==> src/rtl/aznable_cen_gen.sv <==
// rtl/aznable_cen_gen.sv - multi-channel fractional clock-enable generator
// Each channel pulses cen at num/den of clk_sys using a wrap-around accumulator.
module aznable_cen_gen #(
  parameter int CHANNELS = 4,
  parameter int ACC_W    = 8,
  parameter logic [CHANNELS*ACC_W-1:0] DEF_NUM = {8'd1, 8'd1, 8'd1, 8'd1},
  parameter logic [CHANNELS*ACC_W-1:0] DEF_DEN = {8'd1, 8'd2, 8'd12, 8'd4}
) (
  input  logic                clk_sys,
  input  logic                reset_n,
  input  logic                pause,
  input  logic [CHANNELS-1:0] pause_mask,
  input  logic                sync,
  input  logic                cfg_wr,
  input  logic [2:0]          cfg_sel,
  input  logic [ACC_W-1:0]    cfg_num,
  input  logic [ACC_W-1:0]    cfg_den,
  output logic [CHANNELS-1:0] cen,
  output logic [CHANNELS-1:0] active
);

  logic [CHANNELS-1:0][ACC_W-1:0] acc_q, acc_d;
  logic [CHANNELS-1:0][ACC_W-1:0] num_q, num_d;
  logic [CHANNELS-1:0][ACC_W-1:0] den_q, den_d;
  logic [CHANNELS-1:0]            cen_q, cen_d;

  for (genvar g = 0; g < CHANNELS; g++) begin : g_ch
    logic [ACC_W-1:0] num_eff;
    logic [ACC_W:0]   sum;
    logic [ACC_W-1:0] wrap;
    logic             hit;
    logic             sel_hit;

    // Numerators above den are clamped so the channel saturates at one pulse per cycle.
    assign num_eff = (num_q[g] > den_q[g]) ? den_q[g] : num_q[g];
    assign sum     = {1'b0, acc_q[g]} + {1'b0, num_eff};
    assign wrap    = acc_q[g] + num_eff - den_q[g];
    assign hit     = (sum >= {1'b0, den_q[g]});
    assign sel_hit = cfg_wr && (cfg_sel == 3'(g));

    assign active[g] = (den_q[g] != '0) && !(pause && pause_mask[g]);

    // Sync and config writes restart the phase; the pulse for this edge still uses the old rate.
    assign acc_d[g] = (sync || sel_hit) ? '0
                    : active[g]         ? (hit ? wrap : sum[ACC_W-1:0])
                    :                     acc_q[g];
    assign cen_d[g] = !sync && active[g] && hit;
    assign num_d[g] = sel_hit ? cfg_num : num_q[g];
    assign den_d[g] = sel_hit ? cfg_den : den_q[g];
  end

  always_ff @(posedge clk_sys or negedge reset_n) begin
    if (!reset_n) begin
      acc_q <= '0;
      cen_q <= '0;
      num_q <= DEF_NUM;
      den_q <= DEF_DEN;
    end else begin
      acc_q <= acc_d;
      cen_q <= cen_d;
      num_q <= num_d;
      den_q <= den_d;
    end
  end

  assign cen = cen_q;

endmodule

==> config.mk <==
export PLATFORM = sky130hd
export DESIGN_NAME = aznable_cen_gen
export DESIGN_NICKNAME = d
export VERILOG_FILES = /design/src/rtl/aznable_cen_gen.sv
export SDC_FILE = /design/constraint.sdc
export NUM_CORES = 1
export LEC_CHECK = 0
export CAP_MARGIN = 15
export CELL_PAD_IN_SITES_DETAIL_PLACEMENT = 2
export CELL_PAD_IN_SITES_GLOBAL_PLACEMENT = 2
export CORE_AREA = 3 3 132 166
export CTS_CLUSTER_DIAMETER = 50
export DETAILED_ROUTE_END_ITERATION = 7
export DIE_AREA = 0 0 135 169
export PLACE_DENSITY_LB_ADDON = 0.1
export SETUP_SLACK_MARGIN = 0.3
export SKIP_LAST_GASP = 1
export SLEW_MARGIN = 10
export SYNTH_ARGS = -nofsm -noshare
export SYNTH_HDL_FRONTEND = slang
export SYNTH_SLANG_ARGS = --single-unit
==> constraint.sdc <==
create_clock -name clk_sys -period 11.05 [get_ports clk_sys]
set_input_delay 2.21 -clock clk_sys [delete_from_list [all_inputs] [get_ports clk_sys]]
set_output_delay 2.21 -clock clk_sys [all_outputs]
set_load 0.03 [all_outputs]
; ---- Yosys cells after proc, flatten, opt, wreduce, memory -nomap -nowiden
; Index checks and enable logic that the tools add are counted.
[op_classes]
reduce_logical = 38
n_lt_le_gt_ge = 8
eq_ne = 3
multipliers = 0
n_addsub = 12
div_mod_pow = 0
shift = 0
bitwise_logic = 0
muxes = 16
[ops]
columns = cell, n
row1 = $mux 8, 16
row2 = $add 8x8->9, 4
row3 = $ge 9x8->1, 4
row4 = $add 8x8->8, 4
row5 = $gt 8x8->1, 4
row6 = $reduce_bool 8->1, 4
row7 = $sub 8x8->8, 4
row8 = $logic_and 1x1->1, 20
row9 = $reduce_bool 2->1, 4
row10 = $eq 3x2->1 const B, 2
row11 = $logic_not 1->1, 5
row12 = $logic_or 1x1->1, 4
row13 = $eq 3x1->1 const B, 1
row14 = $logic_not 3->1, 1
[totals]
mem_bits_rw = 0
out_inout_bits = 8
input_bits = 28
regBits = 100
latch_bits = 0
romBits = 0
mem_count = 0

; ---- Longest topological paths before layout
[logic_depth]
depth_word = 7
ltp_mapped = 25

; ---- Least setup slack after synthesis
; OpenSTA, ideal clock, no wires.
[synth_path]
kind = input -> output
from = input port pause_mask[0]
to = output port active[0]
path_slack_ns = 5.935
arrival_ns = 2.905
stages = 1
cell_sequence = a22oi_1
[synth_via]
elab_chain_cells = 3
[synth_lines]
columns = item, line
row1 = "start, declared", 12  ; input logic [CHANNELS-1:0] pause_mask,
row2 = $logic_and 1x1->1, 41  ; assign active[g] = (den_q[g] != '0) && !(pause && pause_mask[g]);
row3 = $logic_not 1->1, 41
row4 = $logic_and 1x1->1, 41
row5 = "end, declared", 19  ; output logic [CHANNELS-1:0] active
; Every way passes these cells.

; ---- Worst setup path in the final report
[layout_path]
from = input port pause
to = output port active[2]
[layout_via]
elab_chain_cells = 3
[layout_lines]
columns = item, line
row1 = "start, declared", 11  ; input logic pause,
row2 = $logic_and 1x1->1, 41
row3 = $logic_not 1->1, 41
row4 = $logic_and 1x1->1, 41
; Every way passes these cells.

==> flow_summary.toml <==
[placement]
gp_congestion = 0.779
hpwl_um = 21500
placed_area_um2 = 9650
port_buffers = 35

[clock_tree]
clock_path_buffers = 2
cts-buffers-inserted = 9
insertion_delay_ps = 360
post_cts_resized = 0
cts_setup_buffers = 0
cts-root-buf = "clkbuf_16"
cts.clk_slew.worst_paths_ps = 80
cts-hold-fix-buffers = 0
cts_tree = "done"
cts_max_level = 3
cts_sinks = 100

[critical_path]
crit_top_cell = "clkdlybuf4s50_1"
worstSetupPathType = "in -> out"
slowest_stage = "clkdlybuf4s50_1"
path_cells = "clkdlybuf4s50_1 > a22oi_1 > clkdlybuf4s50_1"
crit_family = "buffers and inverters"
crit_fanout = 4
required_ps = 8840
critPathLaunchType = "input port"
crit_path_max_incr_delay_ps = 760
critPathBufInv = 2
worstPathArrival_ps = 4150
crit_path_end_kind = "primary output"

[floorplan]
core-area_um2 = 20600
dieArea_um2 = 22800
row_count = 59
die_h_um = 169
initial_core_util_pct = 43.7
io_pins = 36
die_x_um = 135

[detailed_routing]
drtPass1Iterations = 4
wl_um = 27200
antenna_left = 0
vias_per_cell = 5.78
wl_per_cell_um = 21.5
drc = 0
vias = 7323
initialDrtViolationCount = 274

[sta]
setup_viol = 0
maxSlewHeadroom_pct = 31.3
finClkSkew_ps = 13.0
rsz0062_at_grt = "no"
finalCritPeriodShare_pct = 57.6
drv_slew = 0
max_freq_ghz = 0.157
tightest_slew_ps = 1020
post-route-min-period_ps = 6360
holdWs_ps = 527
hold_violations = 0
fin_tns_setup_ps = 0

[grt]
antenna_found_initial = 0
grt_remaining_overflow = 0
grt_pass1_vias = 8332
grt_max_degree = 55
grtUsageTotal_pct = 24.7
grt_pass1_wl_um = 44700

[finish]
design_area_um2 = 9930
num_antenna_cells = 0
drive_gt1_share_pct = 10.3
multiInputGateArea_um2 = 6120
final_common_cell = "ha_1"
final.fill_count = 2226
seq_area_um2 = 2510
layout_common_cells = "132 x ha_1, 103 x nand2_1, 91 x dfrtp_1"
nNetsFinal = 1181
area.growth.synth_to_final_pct = 10.4

[synth]
seq_area_frac_synth_pct = 27.9
syn_area_per_cell_um2 = 9.46
yosysUniqueCellTypes = 56
synth-edff-count = 0
netlist_instances = 951
synthFlopType = "dfrtp_1"
synth_fp_nets = 1143
synthesis.area_um2 = 9000
postSynth.asyncResetShare_pct = 100
ys_ff_latch = 100
yosys_warnings = 0

[run_status]
status = "complete, no violations"

[power]
ir_worst_vdd_uv = 168
p_leak_nw = 4.51
p_per_area_nw_per_um2 = 355

[run]
cap_violations = 0

[hold_path]
hp-class = "reg -> reg"
## tightest hold or removal path: stages (launching register included)
cell     delay (ps)
dfstp_2         370
inv_1            60
o21ai_0          80
## cells by family after synthesis
group           share of synthesized area [%]
fa+ha+maj                                25.5
mux                                      7.62
flops                                    27.9
simple gates                             12.9
buf+inv                                  3.98
xor+xnor                                 3.89
compound gates                           18.1
## routing by layer
layer	wire, um	global-route usage, %	vias up
li1	-	-	3488
met1	11600	30.6	3732
met2	14400	45.9	75
met3	736	2.44	28
met4	415	6.23	0
met5	0	0	-
## cell usage after synthesis, types with 3 or more instances
library cell  number  area, um^2
o31ai_2            4        50.1
a31oi_1            3        18.8
a211oi_1          17         128
mux2i_1           19         190
o21ai_1           28         140
o2111ai_1          5        43.8
nor4b_2            3        45.0
nor4_1             8        50.1
inv_1             72         270
o21a_1            21         158
or3_1              4        25.0
a21oi_1           43         215
a21o_1            22         165
nand2b_1          10        62.6
clkbuf_1           9        33.8
nor2b_1            7        43.8
nor2_1            46         173
o41ai_1            3        26.3
o21ai_0           80         400
and3_1             3        18.8
o211ai_2           4        50.1
nand2_1          103         387
nor3_1            11        55.1
xor2_1             7        61.3
o211ai_1           4        30.0
xnor2_1           33         289
nor3b_1            7        52.6
dfrtp_1           91        2280
o31a_1             7        61.3
buf_6              3        33.8
buf_2              4        20.0
mux2_2            44         495
ha_1             132        1650
fa_1              32         641
nor3_2             3        30.0
dfstp_2            9         236
nand3_1           22         110
a22oi_1            4        30.0
## final timing paths
path | from | to | slack (ps) | cells after the start
max in group asynchronous | reset_n | acc_q[9] | 7880 | 2
min | num_q[0] | num_q[0] | 530 | 2
max | pause | active[2] | 4690 | 3
max reg2reg | den_q[28] | acc_q[24] | 5510 | 20
min reg2reg | num_q[0] | num_q[0] | 530 | 2
min in group asynchronous | reset_n | acc_q[27] | 1910 | 1
## where the power goes
group / switching [W] / total [W] / internal [W] / leakage, nW
Combinational: 0.00150 / 0.00265 / 0.00115 / 3.15
Clock: 0.000154 / 0.000314 / 0.000160 / 0.130
Sequential: 0.000100 / 0.000571 / 0.000471 / 1.23
Total: 0.00175 / 0.00353 / 0.00178 / 4.51
## area by class of cell
cell class	instances	area share [%]
flip-flops and latches	100	25.3
clock buffers	13	2.52
repair buffers	43	4.11
clock inverters	3	0.214
well taps	274	3.45
multi-input cells	763	61.7
inverters	72	2.72
## flip-flops by register name (all words and copies together) (netlist names)
| signal | cells |
|---|---|
| acc_q | 32 |
| cen | 4 |
| den_q | 32 |
| num_q | 32 |
## metrics by stage
stage / power [W] / utilization (%) / cells / setup WS (ps)
after detailed placement: 0.00324 / 46.9 / 1251 / 4660
after floorplan: 0.00259 / - / 951 / 5930
final: 0.00353 / 48.2 / 1268 / 4690
after global routing: 0.00393 / 48.2 / 1268 / 4600
after CTS: 0.00357 / 48.2 / 1267 / 4660
after global placement: 0.00307 / 46.9 / 1251 / 4700
Power figures use the tool's default switching activity.
